===== config.mk =====
export PLATFORM = sky130hd
export DESIGN_NAME = urxd_1b
export DESIGN_NICKNAME = d
export VERILOG_FILES = /design/src/rtl/urxd_1b.sv
export SDC_FILE = /design/constraint.sdc
export NUM_CORES = 1
export LEC_CHECK = 0
export BUFFER_PORTS_ARGS = -buffer_cell sky130_fd_sc_hd__buf_2
export CAP_MARGIN = 20
export CORE_AREA = 5 5 76 78
export CTS_BUF_LIST = sky130_fd_sc_hd__clkbuf_16
export DETAILED_ROUTE_END_ITERATION = 10
export DIE_AREA = 0 0 81 83
export GPL_ROUTABILITY_DRIVEN = 0
export GPL_TIMING_DRIVEN = 0
export MAX_ROUTING_LAYER = met4
export PLACE_DENSITY = 0.87
export SLEW_MARGIN = 10
export SYNTH_ARGS = -nofsm -noshare
export SYNTH_HDL_FRONTEND = slang
export SYNTH_SLANG_ARGS = --single-unit

===== constraint.sdc =====
create_clock -name clk -period 3.2 [get_ports clk]
set_input_delay 0.16 -clock clk [delete_from_list [all_inputs] [get_ports clk]]
set_output_delay 0.16 -clock clk [all_outputs]
set_load 0.02 [all_outputs]

===== src/rtl/urxd_1b.sv =====
// urxd_1b - UART byte receiver (1 start, 8 data LSB first, 1 stop, no parity).
//
// Receive-side partner of the one-byte UART transmitter. The asynchronous line
// is synchronised, a falling edge starts a frame, the start bit is validated
// at mid-bit, each following bit is sampled once per bit period, and the stop
// bit is checked before the byte is delivered.
//
// Parameters:
//   Fclk        system clock frequency in Hz
//   Fbit        line bit rate in bit/s (Nt = Fclk/Fbit clocks per bit, >= 4;
//               >= 6 when URXD_MAJ3_EN is defined)
// Ports:
//   clk         system clock, rising edge
//   rst         synchronous active-high reset
//   URXD        asynchronous serial line, idle high
//   dat         last correctly received byte, held until the next good frame
//   ok_rx_byte  one-clock strobe: dat has just been updated
//   err_stop    one-clock strobe: stop bit sampled low (framing error)
//   en_rx_byte  high from validated start bit to the stop-bit decision
//   cb_bit      bit index: 0 = start, 1..8 = data, 9 = stop
//   ce_bit      one-clock strobe at each bit decision
//
// Build option:
//   URXD_MAJ3_EN  when defined, every decision is a 2-of-3 majority of the
//                 synchronised line around the nominal sample point, taken
//                 one clock later than the single-sample build.
`timescale 1ns/1ps

module urxd_1b #(
    parameter int Fclk = 50_000_000,
    parameter int Fbit = 115_200
) (
    input  logic       clk,
    input  logic       rst,
    input  logic       URXD,
    output logic [7:0] dat,
    output logic       ok_rx_byte,
    output logic       err_stop,
    output logic       en_rx_byte,
    output logic [3:0] cb_bit,
    output logic       ce_bit
);

    localparam int Nt = Fclk / Fbit;
    localparam logic [31:0] HALF = 32'(Nt / 2);
    localparam logic [31:0] FULL = 32'(Nt);

`ifdef URXD_MAJ3_EN
    // Decisions sit one clock after the nominal point D. The timer is
    // reloaded to 2 so the next nominal point still falls Nt clocks later.
    localparam logic [31:0] DEC_START = HALF + 32'd1;
    localparam logic [31:0] DEC_BIT   = FULL + 32'd1;
    localparam logic [31:0] RELOAD    = 32'd2;
`else
    localparam logic [31:0] DEC_START = HALF;
    localparam logic [31:0] DEC_BIT   = FULL;
    localparam logic [31:0] RELOAD    = 32'd1;
`endif

    typedef enum logic [2:0] {
        ST_IDLE,
        ST_START,
        ST_DATA,
        ST_STOP,
        ST_BRK
    } state_t;

    state_t      state;
    logic [31:0] cb_tact;
    logic [7:0]  sr_dat;

    logic rxs_m;
    logic rxs;
    logic rxs_d;

    logic dec_pt;
    logic smp;

    // Synchroniser and edge-detect flop. Left out of reset on purpose: they
    // must always track the real line, otherwise a reset taken while the line
    // is low would fake a falling edge.
    always_ff @(posedge clk) begin
        rxs_m <= URXD;
        rxs   <= rxs_m;
        rxs_d <= rxs;
    end

`ifdef URXD_MAJ3_EN
    function automatic logic maj3(input logic a, input logic b, input logic c);
        return (a & b) | (a & c) | (b & c);
    endfunction

    logic        smp_a;
    logic        smp_b;
    logic [31:0] d_cur;

    always_comb d_cur = (state == ST_START) ? HALF : FULL;

    // Capture the line at D-1 and D; the third vote is rxs at the decision.
    always_ff @(posedge clk) begin
        if (cb_tact == d_cur - 32'd1) smp_a <= rxs;
        if (cb_tact == d_cur)         smp_b <= rxs;
    end

    always_comb smp = maj3(smp_a, smp_b, rxs);
`else
    always_comb smp = rxs;
`endif

    always_comb begin
        dec_pt = 1'b0;
        case (state)
            ST_START: dec_pt = (cb_tact == DEC_START);
            ST_DATA,
            ST_STOP:  dec_pt = (cb_tact == DEC_BIT);
            default:  dec_pt = 1'b0;
        endcase
    end

    always_ff @(posedge clk) begin
        if (rst) begin
            state      <= ST_IDLE;
            cb_tact    <= '0;
            cb_bit     <= '0;
            sr_dat     <= '0;
            dat        <= '0;
            ok_rx_byte <= 1'b0;
            err_stop   <= 1'b0;
            en_rx_byte <= 1'b0;
            ce_bit     <= 1'b0;
        end else begin
            ce_bit     <= 1'b0;
            ok_rx_byte <= 1'b0;
            err_stop   <= 1'b0;
            if (state != ST_IDLE) cb_tact <= cb_tact + 32'd1;

            case (state)
                ST_IDLE: begin
                    if (rxs_d && !rxs) begin
                        state   <= ST_START;
                        cb_tact <= 32'd1;
                        cb_bit  <= 4'd0;
                    end
                end
                ST_START: begin
                    if (dec_pt) begin
                        if (!smp) begin
                            state      <= ST_DATA;
                            en_rx_byte <= 1'b1;
                            cb_bit     <= 4'd1;
                            ce_bit     <= 1'b1;
                            cb_tact    <= RELOAD;
                        end else begin
                            // Line back high at mid-start: a glitch, not a frame.
                            state <= ST_IDLE;
                        end
                    end
                end
                ST_DATA: begin
                    if (dec_pt) begin
                        sr_dat  <= {smp, sr_dat[7:1]};
                        ce_bit  <= 1'b1;
                        cb_tact <= RELOAD;
                        cb_bit  <= cb_bit + 4'd1;
                        if (cb_bit == 4'd8) state <= ST_STOP;
                    end
                end
                ST_STOP: begin
                    if (dec_pt) begin
                        ce_bit     <= 1'b1;
                        cb_tact    <= RELOAD;
                        en_rx_byte <= 1'b0;
                        if (smp) begin
                            dat        <= sr_dat;
                            ok_rx_byte <= 1'b1;
                            // Leaving at mid-stop lets an early next start edge be seen.
                            state      <= ST_IDLE;
                        end else begin
                            err_stop <= 1'b1;
                            state    <= ST_BRK;
                        end
                    end
                end
                ST_BRK: begin
                    // Hold off until the line returns high so a held-low
                    // (break) line cannot retrigger a frame.
                    if (rxs) state <= ST_IDLE;
                end
                default: state <= ST_IDLE;
            endcase
        end
    end

endmodule


### Word level (Yosys, flattened, before mapping)

Cells that the tools add are included.

* register bits: 62

* $add $sub $neg: 2
* equal/unequal tests: 14
* muxes and demuxes: 30
* bitwise operators: 2
* reduce and logical (&&, ||, !) cells: 14

Operators by type and width (number)
* $mux 32: 5
* $pmux 32 s3: 1
* $add 32x1->32 const B: 1
* $eq 32x8->1 const B: 1
* $eq 32x9->1 const B: 1
* $mux 3: 7
* $mux 4: 4
* $pmux 3 s5: 1
* $ne 2x2->1 const B: 7
* $pmux 4 s3: 1
* $mux 1: 7
* $eq 3x2->1 const B: 2
* $pmux 1 s2: 3
* $reduce_and 6->1: 1
* $reduce_bool 3->1: 2
* $reduce_and 5->1: 1
* $add 4x1->4 const B: 1
* $eq 4x4->1 const B: 1
* $reduce_and 4->1: 1
* $reduce_or 2->1: 2
* $eq 3x1->1 const B: 1
* $eq 3x3->1 const B: 1
* $logic_not 3->1: 1
* $reduce_and 3->1: 1
* other kinds (7): 8

### Depth between registers and ports, before layout

Gate-level depths: netlist (run 1).

* depth after elaboration: 5
* mapped depth: 8
* depth with buffers taken out: 7

### Least setup slack after synthesis (run 1)

No wires, ideal clock.

* path type: register to register
* start: register cb_tact[2]
* end: register cb_bit[3]
* setup time: 0.062 ns
* arrival time: 1.975 ns
* slack: 1.163 ns
* stages on the path, launching flop included: 8
* buffers on the path: 1
* clock period less this slack: 2.037 ns
* cells stage by stage: dfxtp_1 or4_1 nor2_2 and3_4 nand3_2 buf_6 or4_1 nand3_1

* cells in the longest elaborated chain, start to end: 4
* elaborated cells on any way between the ends: 6

Ends and longest elaborated chain
* from (decl): line 69 `logic [31:0] cb_tact;`
* from (signal assigned): line 135 `if (state != ST_IDLE) cb_tact <= cb_tact + 32'd1;`
* $eq 32x9->1 or $eq 32x8->1 (tied branches): line 115, 113
* $pmux 1 s2 *: line 112 `case (state)`
* $ne 2x2->1 (no source line)
* $reduce_and 5->1 (no source line) *
* to (signal assigned): line 164 `cb_bit <= cb_bit + 4'd1;`
* to (decl): line 40 `output logic [3:0] cb_bit,`

Every way passes the cells marked *; elsewhere a longest branch is shown, timed or not.
A chain may end at the register's enable or synchronous reset.

### Worst setup path in the final report (run 1)

* start: register cb_tact[11]
* end: register cb_tact[16]

* cells in the longest elaborated chain, start to end: 5
* elaborated cells on any way between the ends: 10

Ends and longest elaborated chain
* $add 32x1->32: line 135
* $mux 32: line 135
* $mux 32: line 147 `if (!smp) begin`
* $mux 32: line 146 `if (dec_pt) begin`
* $pmux 32 s3 *: line 137 `case (state)`

Marked as above.

==> summary.txt, run 1 <==
Timing
  – Fmax: approximately 0.39 GHz
  – Hold Slack: 0.343 ns
  – Hold Vio Cnt, Final: 0
  – Final setup margin: around 0.61 ns
  – RSZ-0062 raised after global routing: no
  – Tcrit/Tclk final: between 80 and 90%
  – Relative slew slack: approximately 60%
  – Final setup viols: 0
  – Final min period: around 2.6 ns
  – Setup Skew: roughly 0.0033 ns
  – Final max-slew violation count: 0
  – Setup TNS: 0 ns
  – Slew @ Worst Pin: just over 0.6 ns

Power and ir drop
  – Flop pwr share: about 43%
  – Total power: about 1.8 mW
  – Pwr dens: 519 nW/um^2
  – Leakage power: approximately 1.3 nW
  – Pint: 1.40 mW
  – Clock power share: a little over half
  – Combinational share of power: approximately 3.7%
  – Switching part of the total power: 22.8%
  – Worst VDD drop: between 0.0003 and 0.0004 V
  – Net load switching power: 0.412 mW

Layout
  – Layout cells sized above 1: between 9 and 10%
  – Fillers: 413
  – Final core utilization: a little over two thirds
  – Final instance area: ~3500 um^2
  – Post-Layout Cell Count: 480
  – Fin nets: ~400
  – Area growth syn-to-layout: 16.1%
  – Antenna Cells: 0

Synth
  – Post-synthesis sequential area ratio: 41.3%
  – Synth Cell Area: 3000 um^2
  – Most instantiated library cell after synthesis: dfxtp_1
  – Dominant cells by area after synthesis: dfxtp_1, o21ai_0, mux2i_1
  – Main combinational cell family by area after synthesis: simple AND/OR/NAND/NOR gates
  – Synth Area in Compound Gates: about 17%
  – Simple logic cell fraction of the synthesized area: about 28%
  – Synthesized-area fraction occupied by xor and xnor cells: around 2.0%
  – Synth Warn #: 0
  – Ranking of synthesized cells by instance count: dfxtp_1, nor2_1, o21ai_0
  – Leading area contributor after synthesis: dfxtp_1
  – Adder-cell share of the synthesized area: 1.25%
  – Syn nets: between 300 and 400
  – Register bit total from synthesis: 62
  – Cells after synthesis: about 380
  – EDFF count, synth: 0
  – Synth top area share: 41.3%
  – Netlist cell types: 49
  – Asr flop ratio synth: 0%
  – Synthesized area per cell: 7.99 um^2
  – Mux cell area share after synthesis: under 10%
  – Top_reg_cell synth: dfxtp_1

Placed design
  – Port Buf Inserts: 17
  – Placed Cells: about 460
  – Post-DP Area: 3180 um^2
  – Post-DP HPWL: 4.91 mm
  – Place WS: between 0.7 and 0.8 ns

Hold path
  – Worst hold path class: reg -> reg
  – Hold Path End: rxs
  – Hold path depth: 0
  – Hold_sp: rxs_m

Floorplan
  – Die Width: between 80 and 90 um
  – Die Y-Extent: around 83 um
  – Initial Util: between 50% and 60%
  – Die ar.: between 6000 and 7000 um^2
  – Num ports: 19
  – Core area: 5010 um^2
  – Row count: 26

Clocking
  – TritonCTS Sinks: between 60 and 70
  – CTS root buffer: clkbuf_16
  – CTS Buffer Depth: 2
  – H-tree lvl count: 3
  – Clk_lat worst skew: approximately 0.33 ns
  – Worst-path clk slew: approximately 0.06 ns
  – Number of buffers created by CTS: 9
  – CTS tree: done

GRT
  – All-Layer GR Usage: 23.1%
  – Largest net degree at the start of global routing: 13
  – First-pass GRT wire length: 12.0 mm
  – Number of global-route vias before repair: between 2000 and 3000
  – Initial antenna violation count: 0
  – Grt ovf: 0

Worst setup path
  – Worst reg2reg startpoint: cb_tact[11]
  – CP arrival: 2.81 ns
  – R2r setup slk: a little over 0.6 ns
  – Worst EP required: around 3.4 ns
  – CP max FO: 10
  – Worst-path cell chain: clkbuf_1 -> nor4_1 -> nand4_1 -> a211o_1 -> o21ai_1 -> clkbuf_1 -> o21ai_1 -> a21o_1
  – RR Endpoint: cb_tact[16]
  – Crit path max-delay family: compound AO/OA/AOI/OAI gates
  – WS Path Type: reg -> reg
  – Type of origin of the critical path: register
  – Cells on worst reg2reg path: 8
  – Crit. End Element: register
  – Slowest Stage Delay on Critical Path: around 0.43 ns
  – CP Buf/Inv Count: 2
  – Crit-path slowest cell: nor4_1

Route
  – First-pass DRT Iterations: 5
  – Via density: just over 6
  – Wire length per cell: approximately 15 um
  – Iter 0 DRT Violations: 206
  – Via count: between 2000 and 3000
  – ANT nets after route: 0
  – Drt drc: 0
  – WL final: between 7 and 8 mm

Status
  – Status: complete, no violations

Run
  – MaxCap Viol Count: 0
[power groups by stage]
stage          registers, mW  logic (mW)  clock network, mW
5_1_grt                0.781      0.0732               1.01
3_3_place_gp           0.798      0.0621                  0
6_report               0.781      0.0669              0.962
3_5_place_dp           0.798      0.0638                  0
4_1_cts                0.781      0.0657              0.970
2_1_floorplan          0.797      0.0458                  0
[cells by family after synthesis]
kind of cell	count (synthesis)
DFF	62
adders and majority gates	3
and+or+nand+nor	164
muxes	18
buffers and inverters	36
xor gates and xnor gates	7
AOI/OAI and AO/OA	86
[layout by cell type (no fill, tap or decap), drive strengths merged, types with 5 or more instances in the layout]
cell type / n
dfxtp: 62
nor2: 40
o21ai: 39
nand2: 35
clkbuf: 31
a21oi: 22
buf: 20
mux2i: 18
nor3: 17
nor4: 16
nand3: 16
inv: 11
nand4: 11
or4: 6
xnor2: 6
and3: 6
a211oi: 5
[sequential cells by signal, indices dropped and copies added (netlist names)]
register / flops
rxs_m: 1
cb_bit: 4
cb_tact: 32
rxs: 1
sr_dat: 8
state: 3
ce_bit: 1
rxs_d: 1
en_rx_byte: 1
ok_rx_byte: 1
err_stop: 1
dat: 8
[layout make-up]
class / count / area, um^2 / area share [%]
clock inverters: 7 / 75.1 / 2.15
repair buffers: 18 / 95.1 / 2.73
flip-flops and latches: 62 / 1240 / 35.6
plain buffers: 25 / 104 / 2.98
clock buffers: 9 / 225 / 6.46
inverters: 11 / 41.3 / 1.18
well taps: 70 / 87.6 / 2.51
multi-input cells: 278 / 1620 / 46.4
[layer usage]
layer | global-route usage (%) | wire length, um
met5 | - | 0
met4 | 10.3 | 141
met3 | 7.03 | 516
met1 | 28.2 | 3090
met2 | 34.9 | 3450
[how the worst max path moves through the flow]
stage	cells past startpoint	to	from	slack, ns
6_report	8	cb_tact[16]	cb_tact[11]	0.61
5_1_grt	8	cb_tact[16]	cb_tact[11]	0.50
4_1_cts	8	cb_tact[16]	cb_tact[11]	0.70
3_5_place_dp	8	cb_tact[16]	cb_tact[11]	0.77
3_3_place_gp	8	cb_tact[16]	cb_tact[11]	0.76
2_1_floorplan	7	cb_bit[3]	cb_tact[2]	1.16
[repair_timing]
item	in CTS	in global routing
buffers inserted	0	0
resized for setup	0	0
endpoints found under the hold margin	1	0
hold buffers	1	0
Note: power is estimated with default switching activity, not from simulation.
==> inputs of run 2 (changes only) <==
--- a/config.mk
+++ b/config.mk
@@ -5,16 +5,17 @@
 export SDC_FILE = /design/constraint.sdc
 export NUM_CORES = 1
 export LEC_CHECK = 0
+export ABC_AREA = 1
 export BUFFER_PORTS_ARGS = -buffer_cell sky130_fd_sc_hd__buf_2
 export CAP_MARGIN = 20
-export CORE_AREA = 5 5 76 78
+export CORE_AREA = 5 5 84 86
 export CTS_BUF_LIST = sky130_fd_sc_hd__clkbuf_16
 export DETAILED_ROUTE_END_ITERATION = 10
-export DIE_AREA = 0 0 81 83
+export DIE_AREA = 0 0 89 91
 export GPL_ROUTABILITY_DRIVEN = 0
 export GPL_TIMING_DRIVEN = 0
 export MAX_ROUTING_LAYER = met4
-export PLACE_DENSITY = 0.87
+export PLACE_DENSITY = 0.86
 export SLEW_MARGIN = 10
 export SYNTH_ARGS = -nofsm -noshare
 export SYNTH_HDL_FRONTEND = slang
==> constraint.sdc (replaced) <==
create_clock -name clk -period 2.6 [get_ports clk]
set_input_delay 0.13 -clock clk [delete_from_list [all_inputs] [get_ports clk]]
set_output_delay 0.13 -clock clk [all_outputs]
set_load 0.02 [all_outputs]
==> run 2 against run 1 <==
Die area increased by 20%. Clock power increased by 19%. Area after synthesis increased by 22%. Count of clock-buffer cells in the layout unchanged. Non-clock buffer count decreased by 9. Global-route usage increased by 0.61 points. Critical path depth increased by 3. Core utilization decreased by 3.2 points. Worst setup slack got worse by 0.090 ns. Fmax increased by 25%. Hold slack got worse by 0.11 ns. Highest routed layer unchanged.
==> summary.txt, run 2 <==
Status
  – Status: complete, no violations (unchanged)

GRT
  – All-Layer GR Usage: 23.7% (was 23.1%)
  – First-pass GRT wire length: 14.9 mm (was 12.0 mm)
  – Initial antenna violation count: 0 (unchanged)
  – Number of global-route vias before repair: 3333 (was 2680)
  – Largest net degree at the start of global routing: 14 (was 13)
  – Grt ovf: 0 (unchanged)

Synth
  – Dominant cells by area after synthesis: dfxtp_1, nand2_1, nor2_1 (was dfxtp_1, o21ai_0, mux2i_1)
  – Synth top area share: 34.0% (was 41.3%)
  – Netlist cell types: 35 (was 49)
  – Syn nets: 556 (was 382)
  – Synthesized area per cell: 6.64 um^2 (was 7.99 um^2)
  – Asr flop ratio synth: 0% (unchanged)
  – Register bit total from synthesis: 62 (unchanged)
  – Top_reg_cell synth: dfxtp_1 (unchanged)
  – Post-synthesis sequential area ratio: 34.0% (was 41.3%)
  – Ranking of synthesized cells by instance count: nand2_1, nor2_1, dfxtp_1 (was dfxtp_1, nor2_1, o21ai_0)
  – Leading area contributor after synthesis: dfxtp_1 (unchanged)
  – Most instantiated library cell after synthesis: nand2_1 (was dfxtp_1)
  – Synth Cell Area: 3650 um^2 (was 3000 um^2)
  – Synth Warn #: 0 (unchanged)
  – EDFF count, synth: 0 (unchanged)
  – Cells after synthesis: 550 (was 376)

Floorplan
  – Die Width: 89 um (was 81 um)
  – Core area: 6200 um^2 (was 5010 um^2)
  – Num ports: 19 (unchanged)
  – Die ar.: 8100 um^2 (was 6720 um^2)
  – Row count: 29 (was 26)
  – Die Y-Extent: 91 um (was 83 um)
  – Initial Util: 58.8% (was 60.0%)

Layout
  – Largest registers: cb_tact x32, dat x8, sr_dat x8 (unchanged)
  – Reg with most FFs: cb_tact (unchanged)
  – Final core utilization: 66.4% (was 69.6%)
  – Area of the multi-input gates: 2130 um^2 (was 1620 um^2)
  – Antenna Cells: 0 (unchanged)
  – Fin nets: 585 (was 411)
  – Reg area: 1240 um^2 (unchanged)
  – Most common cell after layout, fill and taps aside: nand2_1 (was dfxtp_1)
  – Leading cell types in the layout, fill and taps excluded: nand2_1, nor2_1, dfxtp_1 (was dfxtp_1, nor2_1, o21ai_0)
  – Flip-flop count of the largest register after layout: 32 (unchanged)
  – Area growth syn-to-layout: 12.9% (was 16.1%)
  – Layout cells sized above 1: 17.5% (was 9.76%)
  – Fillers: 537 (was 413)
  – Post-Layout Cell Count: 661 (was 480)
  – Final instance area: 4120 um^2 (was 3490 um^2)

Timing
  – Tcrit/Tclk final: 79.9% (was 80.8%)
  – Relative slew slack: 46.2% (was 58.5%)
  – Slew @ Worst Pin: 0.807 ns (was 0.617 ns)
  – Hold Slack: 0.230 ns (was 0.343 ns)
  – Final min period: 2.08 ns (was 2.59 ns)
  – Final setup viols: 0 (unchanged)
  – Setup Skew: 0.00974 ns (was 0.00330 ns)
  – RSZ-0062 raised after global routing: no (unchanged)
  – Fmax: 0.482 GHz (was 0.387 GHz)
  – Setup TNS: 0 ns (unchanged)
  – Final max-slew violation count: 0 (unchanged)
  – Hold Vio Cnt, Final: 0 (unchanged)
  – Final setup margin: 0.524 ns (was 0.613 ns)

Route
  – First-pass DRT Iterations: 5 (unchanged)
  – Met2 WL: 4.17 mm (was 3.45 mm)
  – Top Metal Used: met4 (unchanged)
  – Iter 0 DRT Violations: 307 (was 206)
  – ANT nets after route: 0 (unchanged)
  – Via count: 3534 (was 2911)
  – Metal3 WL: 430 um (was 516 um)
  – Drt drc: 0 (unchanged)
  – Via density: 5.35 (was 6.06)
  – Wire length per cell: 13.1 um (was 15.0 um)
  – WL met1: 3.77 mm (was 3.09 mm)
  – WL final: 8.68 mm (was 7.19 mm)

Clocking
  – CTS tree: done (unchanged)
  – CTS resizes: 0 (unchanged)
  – CTS root buffer: clkbuf_16 (unchanged)
  – CTS Buffer Depth: 2 (unchanged)
  – TritonCTS Sinks: 62 (unchanged)
  – Clk_lat worst skew: 0.34 ns (was 0.33 ns)
  – H-tree lvl count: 3 (unchanged)
  – Postcts setup bufs: 0 (unchanged)
  – Number of buffers created by CTS: 9 (unchanged)
  – Worst-path clk slew: 0.06 ns (about the same)

Worst setup path
  – CP arrival: 2.34 ns (was 2.81 ns)
  – Crit. End Element: register (unchanged)
  – Crit-path slowest cell: dfxtp_1 (was nor4_1)
  – CP max FO: 5 (was 10)
  – Slowest Stage Delay on Critical Path: 0.42 ns (was 0.43 ns)
  – Worst EP required: 2.86 ns (was 3.43 ns)
  – Worst Setup SP: cb_tact[0] (was cb_tact[11])
  – WS Path Type: reg -> reg (unchanged)
  – Worst reg2reg startpoint: cb_tact[0] (was cb_tact[11])
  – Type of origin of the critical path: register (unchanged)
  – Worst-path cell chain: ha_1 -> inv_1 -> nor2_1 -> nand3_1 -> nor2_1 -> nand2_1 -> o21ai_0 -> nand2_1 -> inv_1 -> nand2_2 -> a21oi_2 (was clkbuf_1 -> nor4_1 -> nand4_1 -> a211o_1 -> o21ai_1 -> clkbuf_1 -> o21ai_1 -> a21o_1)

Placed design
  – Port Buf Inserts: 17 (unchanged)
  – Post-DP Area: 3830 um^2 (was 3180 um^2)
  – Place WS: 0.604 ns (was 0.765 ns)
  – Placed Cells: 644 (was 463)
  – Post-DP HPWL: 6.21 mm (was 4.91 mm)

Power and ir drop
  – Worst VDD drop: 0.000643 V (was 0.000333 V)
  – Flop pwr share: 32.2% (was 43.2%)
  – Net load switching power: 1.39 mW (was 0.412 mW)
  – Switching part of the total power: 40.3% (was 22.8%)
  – Pint: 2.06 mW (was 1.40 mW)
  – Total power: 3.45 mW (was 1.81 mW)
  – Combinational share of power: 34.8% (was 3.7%)
  – Clock power share: 33.0% (was 53.1%)
  – Pwr dens: 836 nW/um^2 (was 519 nW/um^2)
  – Leakage power: 1.68 nW (was 1.30 nW)

Hold path
  – Hold_sp: rst (was rxs_m)
  – Worst hold path class: in -> reg (was reg -> reg)

Run
  – MaxCap Viol Count: 0 (unchanged)
run 2: critical path: cells and delay by family (launching register included):
kind | cells | cell delay, ns
DFF | 1 | 0.42
adders and majority gates | 1 | 0.22
and+or+nand+nor | 6 | 0.90
buffers and inverters | 2 | 0.14
AOI/OAI and AO/OA | 2 | 0.31
run 2: repair_timing:
item / 4_1_cts / 5_1_grt
endpoints found under the hold margin: 1 / 0
hold buffers: 1 / 0
endpoints found under the setup margin: 0 / 0
run 2: cells by family after synthesis:
| logic type | count (synthesis) | synth area share, % |
|---|---|---|
| DFF | 62 | 34.0 |
| and+or+nand+nor | 320 | 38.7 |
| AOI/OAI and AO/OA | 71 | 12.7 |
| buffers and inverters | 70 | 7.74 |
| xor gates and xnor gates | 24 | 5.76 |
| adders and majority gates | 3 | 1.03 |
run 2: per-layer routing:
metal  track usage (%)  vias up
met5                 -        -
met4              12.3        0
li1                  -     1787
met2              37.5      118
met3              4.07       29
met1              28.6     1600
run 2: final cells by class:
class	instances	share of cell area [%]
Clock buffer	9	5.46
Sequential cell	62	30.1
Clock inverter	7	1.34
Tap cell	77	2.34
Timing Repair Buffer	18	2.31
Buffer	16	1.94
Inverter	54	4.92
Multi-Input combinational cell	418	51.6
run 2: power groups by stage:
stage	clock, mW	sequential, mW	combinational, mW
4_1_cts	1.14	1.11	1.19
3_3_place_gp	0	1.12	1.14
5_1_grt	1.19	1.12	1.33
3_5_place_dp	0	1.13	1.18
2_1_floorplan	0	1.12	0.929
6_report	1.14	1.11	1.20
run 2: path summary, 6_finish.rpt:
kind / to / slack (ns) / cells after the start
worst max register to register: cb_tact[24] / 0.52 / 11
worst min-delay path: sr_dat[1] / 0.23 / 2
worst max-delay path: cb_tact[24] / 0.52 / 11
worst min register to register: rxs / 0.33 / 0
==> inputs of run 3 (changes only) <==
==> constraint.sdc (replaced) <==
create_clock -name clk -period 2 [get_ports clk]
set_input_delay 0.1 -clock clk [delete_from_list [all_inputs] [get_ports clk]]
set_output_delay 0.1 -clock clk [all_outputs]
set_load 0.02 [all_outputs]
==> run 3 against run 2 <==
Sequential power up 37%. Register-to-register slack worse by 0.43 ns. Core utilization up 1.1 points. Clock power up 29%. Final cell count down 0.45%. Combinational power up 23%. Critical path type unchanged.
==> summary.txt, run 3 (synthesis results as in run 2) <==
Worst setup path
  – CP max FO: 10 (was 5)
  – Slowest Stage Delay on Critical Path: 0.38 ns (was 0.42 ns)
  – CP arrival: 2.10 ns (was 2.34 ns)
  – Worst Setup SP: cb_tact[26] (was cb_tact[0])
  – Crit-path slowest cell: dfxtp_1 (unchanged)
  – Crit path max-delay family: simple AND/OR/NAND/NOR gates (unchanged)
  – Type of origin of the critical path: register (unchanged)
  – Worst EP required: 2.19 ns (was 2.86 ns)
  – WS Path Type: reg -> reg (unchanged)
  – Worst reg2reg startpoint: cb_tact[26] (was cb_tact[0])
  – Cells on worst reg2reg path: 11 (unchanged)
  – R2r setup slk: 0.09 ns (was 0.52 ns)
  – Worst-path cell chain: nor2_1 -> nand2_1 -> nor2_1 -> nand2_1 -> nor2_4 -> nand2_4 -> a21oi_4 -> nand2_4 -> buf_6 -> nand2_2 -> a21oi_2 (was ha_1 -> inv_1 -> nor2_1 -> nand3_1 -> nor2_1 -> nand2_1 -> o21ai_0 -> nand2_1 -> inv_1 -> nand2_2 -> a21oi_2)
  – Crit. End Element: register (unchanged)
  – CP Buf/Inv Count: 1 (was 2)
  – RR Endpoint: cb_tact[24] (unchanged)

Timing
  – Setup Skew: 0.00771 ns (was 0.00974 ns)
  – Final setup viols: 0 (unchanged)
  – Hold Slack: 0.205 ns (was 0.230 ns)
  – Relative slew slack: 46.9% (was 46.2%)
  – Setup TNS: 0 ns (unchanged)
  – Tcrit/Tclk final: 95.5% (was 79.9%)
  – Hold Vio Cnt, Final: 0 (unchanged)
  – Final min period: 1.91 ns (was 2.08 ns)
  – Fmax: 0.523 GHz (was 0.482 GHz)
  – Final setup margin: 0.0896 ns (was 0.524 ns)
  – Final max-slew violation count: 0 (unchanged)
  – Slew @ Worst Pin: 0.797 ns (was 0.807 ns)

Route
  – Via density: 5.43 (was 5.35)
  – First-pass DRT Iterations: 5 (unchanged)
  – Iter 0 DRT Violations: 314 (was 307)
  – WL final: 8.82 mm (was 8.68 mm)
  – Wire length per cell: 13.4 um (was 13.1 um)
  – Drt drc: 0 (unchanged)
  – ANT nets after route: 0 (unchanged)
  – Via count: 3575 (was 3534)

Hold path
  – Hold Path End: sr_dat[1] (unchanged)
  – Hold path depth: 2 (unchanged)
  – Hold_sp: rst (unchanged)
  – Worst hold path class: in -> reg (unchanged)

Power and ir drop
  – Leakage power: 1.70 nW (was 1.68 nW)
  – Clock power share: 33.0% (about the same)
  – Worst VDD drop: 0.000791 V (was 0.000643 V)
  – Combinational share of power: 33.0% (was 34.8%)
  – Net load switching power: 1.80 mW (was 1.39 mW)
  – Flop pwr share: 34.0% (was 32.2%)
  – Pint: 2.67 mW (was 2.06 mW)
  – Pwr dens: 1070 nW/um^2 (was 836 nW/um^2)
  – Switching part of the total power: 40.3% (about the same)

Layout
  – Final core utilization: 67.6% (was 66.4%)
  – Area of the multi-input gates: 2180 um^2 (was 2130 um^2)
  – Area growth syn-to-layout: 14.9% (was 12.9%)
  – Largest registers: cb_tact x32, dat x8, sr_dat x8 (unchanged)
  – Fin nets: 582 (was 585)
  – Leading cell types in the layout, fill and taps excluded: nand2_1, nor2_1, dfxtp_1 (unchanged)
  – Reg area: 1250 um^2 (was 1240 um^2)
  – Fillers: 525 (was 537)
  – Antenna Cells: 0 (unchanged)
  – Flip-flop count of the largest register after layout: 32 (unchanged)
  – Most common cell after layout, fill and taps aside: nand2_1 (unchanged)
  – Post-Layout Cell Count: 658 (was 661)
  – Layout cells sized above 1: 20.1% (was 17.5%)
  – Reg with most FFs: cb_tact (unchanged)

Floorplan
  – Core area: 6200 um^2 (unchanged)
  – Row count: 29 (unchanged)
  – Die ar.: 8100 um^2 (unchanged)
  – Num ports: 19 (unchanged)
  – Die Width: 89 um (unchanged)
  – Initial Util: 58.8% (unchanged)
  – Die Y-Extent: 91 um (unchanged)

Placed design
  – Post-DP HPWL: 6.21 mm (unchanged)
  – Place WS: 0.00411 ns (was 0.604 ns)
  – Placed Cells: 644 (unchanged)
  – Port Buf Inserts: 17 (unchanged)

GRT
  – Number of global-route vias before repair: 3311 (was 3333)
  – Largest net degree at the start of global routing: 20 (was 14)
  – All-Layer GR Usage: 23.5% (was 23.7%)
  – Grt ovf: 0 (unchanged)
  – First-pass GRT wire length: 14.8 mm (was 14.9 mm)
  – Initial antenna violation count: 0 (unchanged)

Clocking
  – CTS root buffer: clkbuf_16 (unchanged)
  – Number of buffers created by CTS: 9 (unchanged)
  – CTS Buffer Depth: 2 (unchanged)
  – Clk_lat worst skew: 0.33 ns (was 0.34 ns)
  – Worst-path clk slew: 0.06 ns (about the same)
  – CTS tree: done (unchanged)
  – H-tree lvl count: 3 (unchanged)
  – TritonCTS Sinks: 62 (unchanged)

Status
  – Status: complete, no violations (unchanged)

Run
  – MaxCap Viol Count: 0 (unchanged)
==> run 3: cell count changes in the layout (fill, tap and decap cells not counted), sizes merged <==
cell    change
clkbuf      -3
==> run 3: area by class of cell <==
class                      count  share of cell area, %
inverter                      54                   4.83
tap                           77                   2.30
sequential                    62                   29.8
timing repair buffer          20                   3.01
buffer                        11                   1.43
clock buffer                   9                   5.37
clock inverter                 7                   1.31
multi-input combinational    418                   52.0
==> run 3: layer usage <==
metal  routed length, um  GRT usage [%]
met5                   0              -
met3                 573           5.16
met1                3770           28.7
met2                4200           36.9
met4                 279           10.3
==> run 3: power by group through the flow <==
stage	clock [mW]	sequential, mW	combinational [mW]
after CTS	1.48	1.44	1.53
after global placement	0	1.46	1.48
after global routing	1.55	1.53	1.64
final	1.47	1.52	1.48
after detailed placement	0	1.47	1.53
after floorplan	0	1.46	1.21
==> run 3: stage by stage <==
stage	instance area, um^2	total power, mW
global route	4190	4.73
floorplan	3650	2.66
finish	4190	4.47
detailed placement	3830	2.99
CTS	4120	4.45
global placement	3830	2.94
==> run 3: how the worst max path moves through the flow <==
stage                       end  cells past startpoint  slack (ns)
finish              cb_tact[24]                     11        0.09
global route        cb_tact[22]                     11       -0.03
CTS                 cb_tact[22]                     11       0.005
detailed placement  cb_tact[24]                     11       0.004
global placement    cb_tact[22]                     11        0.05
floorplan           cb_tact[13]                     12        0.29
==> run 3: timing repair <==
item	in CTS	in global routing
setup buffers	0	2
pin swaps	0	5
setup endpoints to repair	2	45
resized for setup	1	18
endpoints found under the hold margin	1	0
hold buffers	1	0
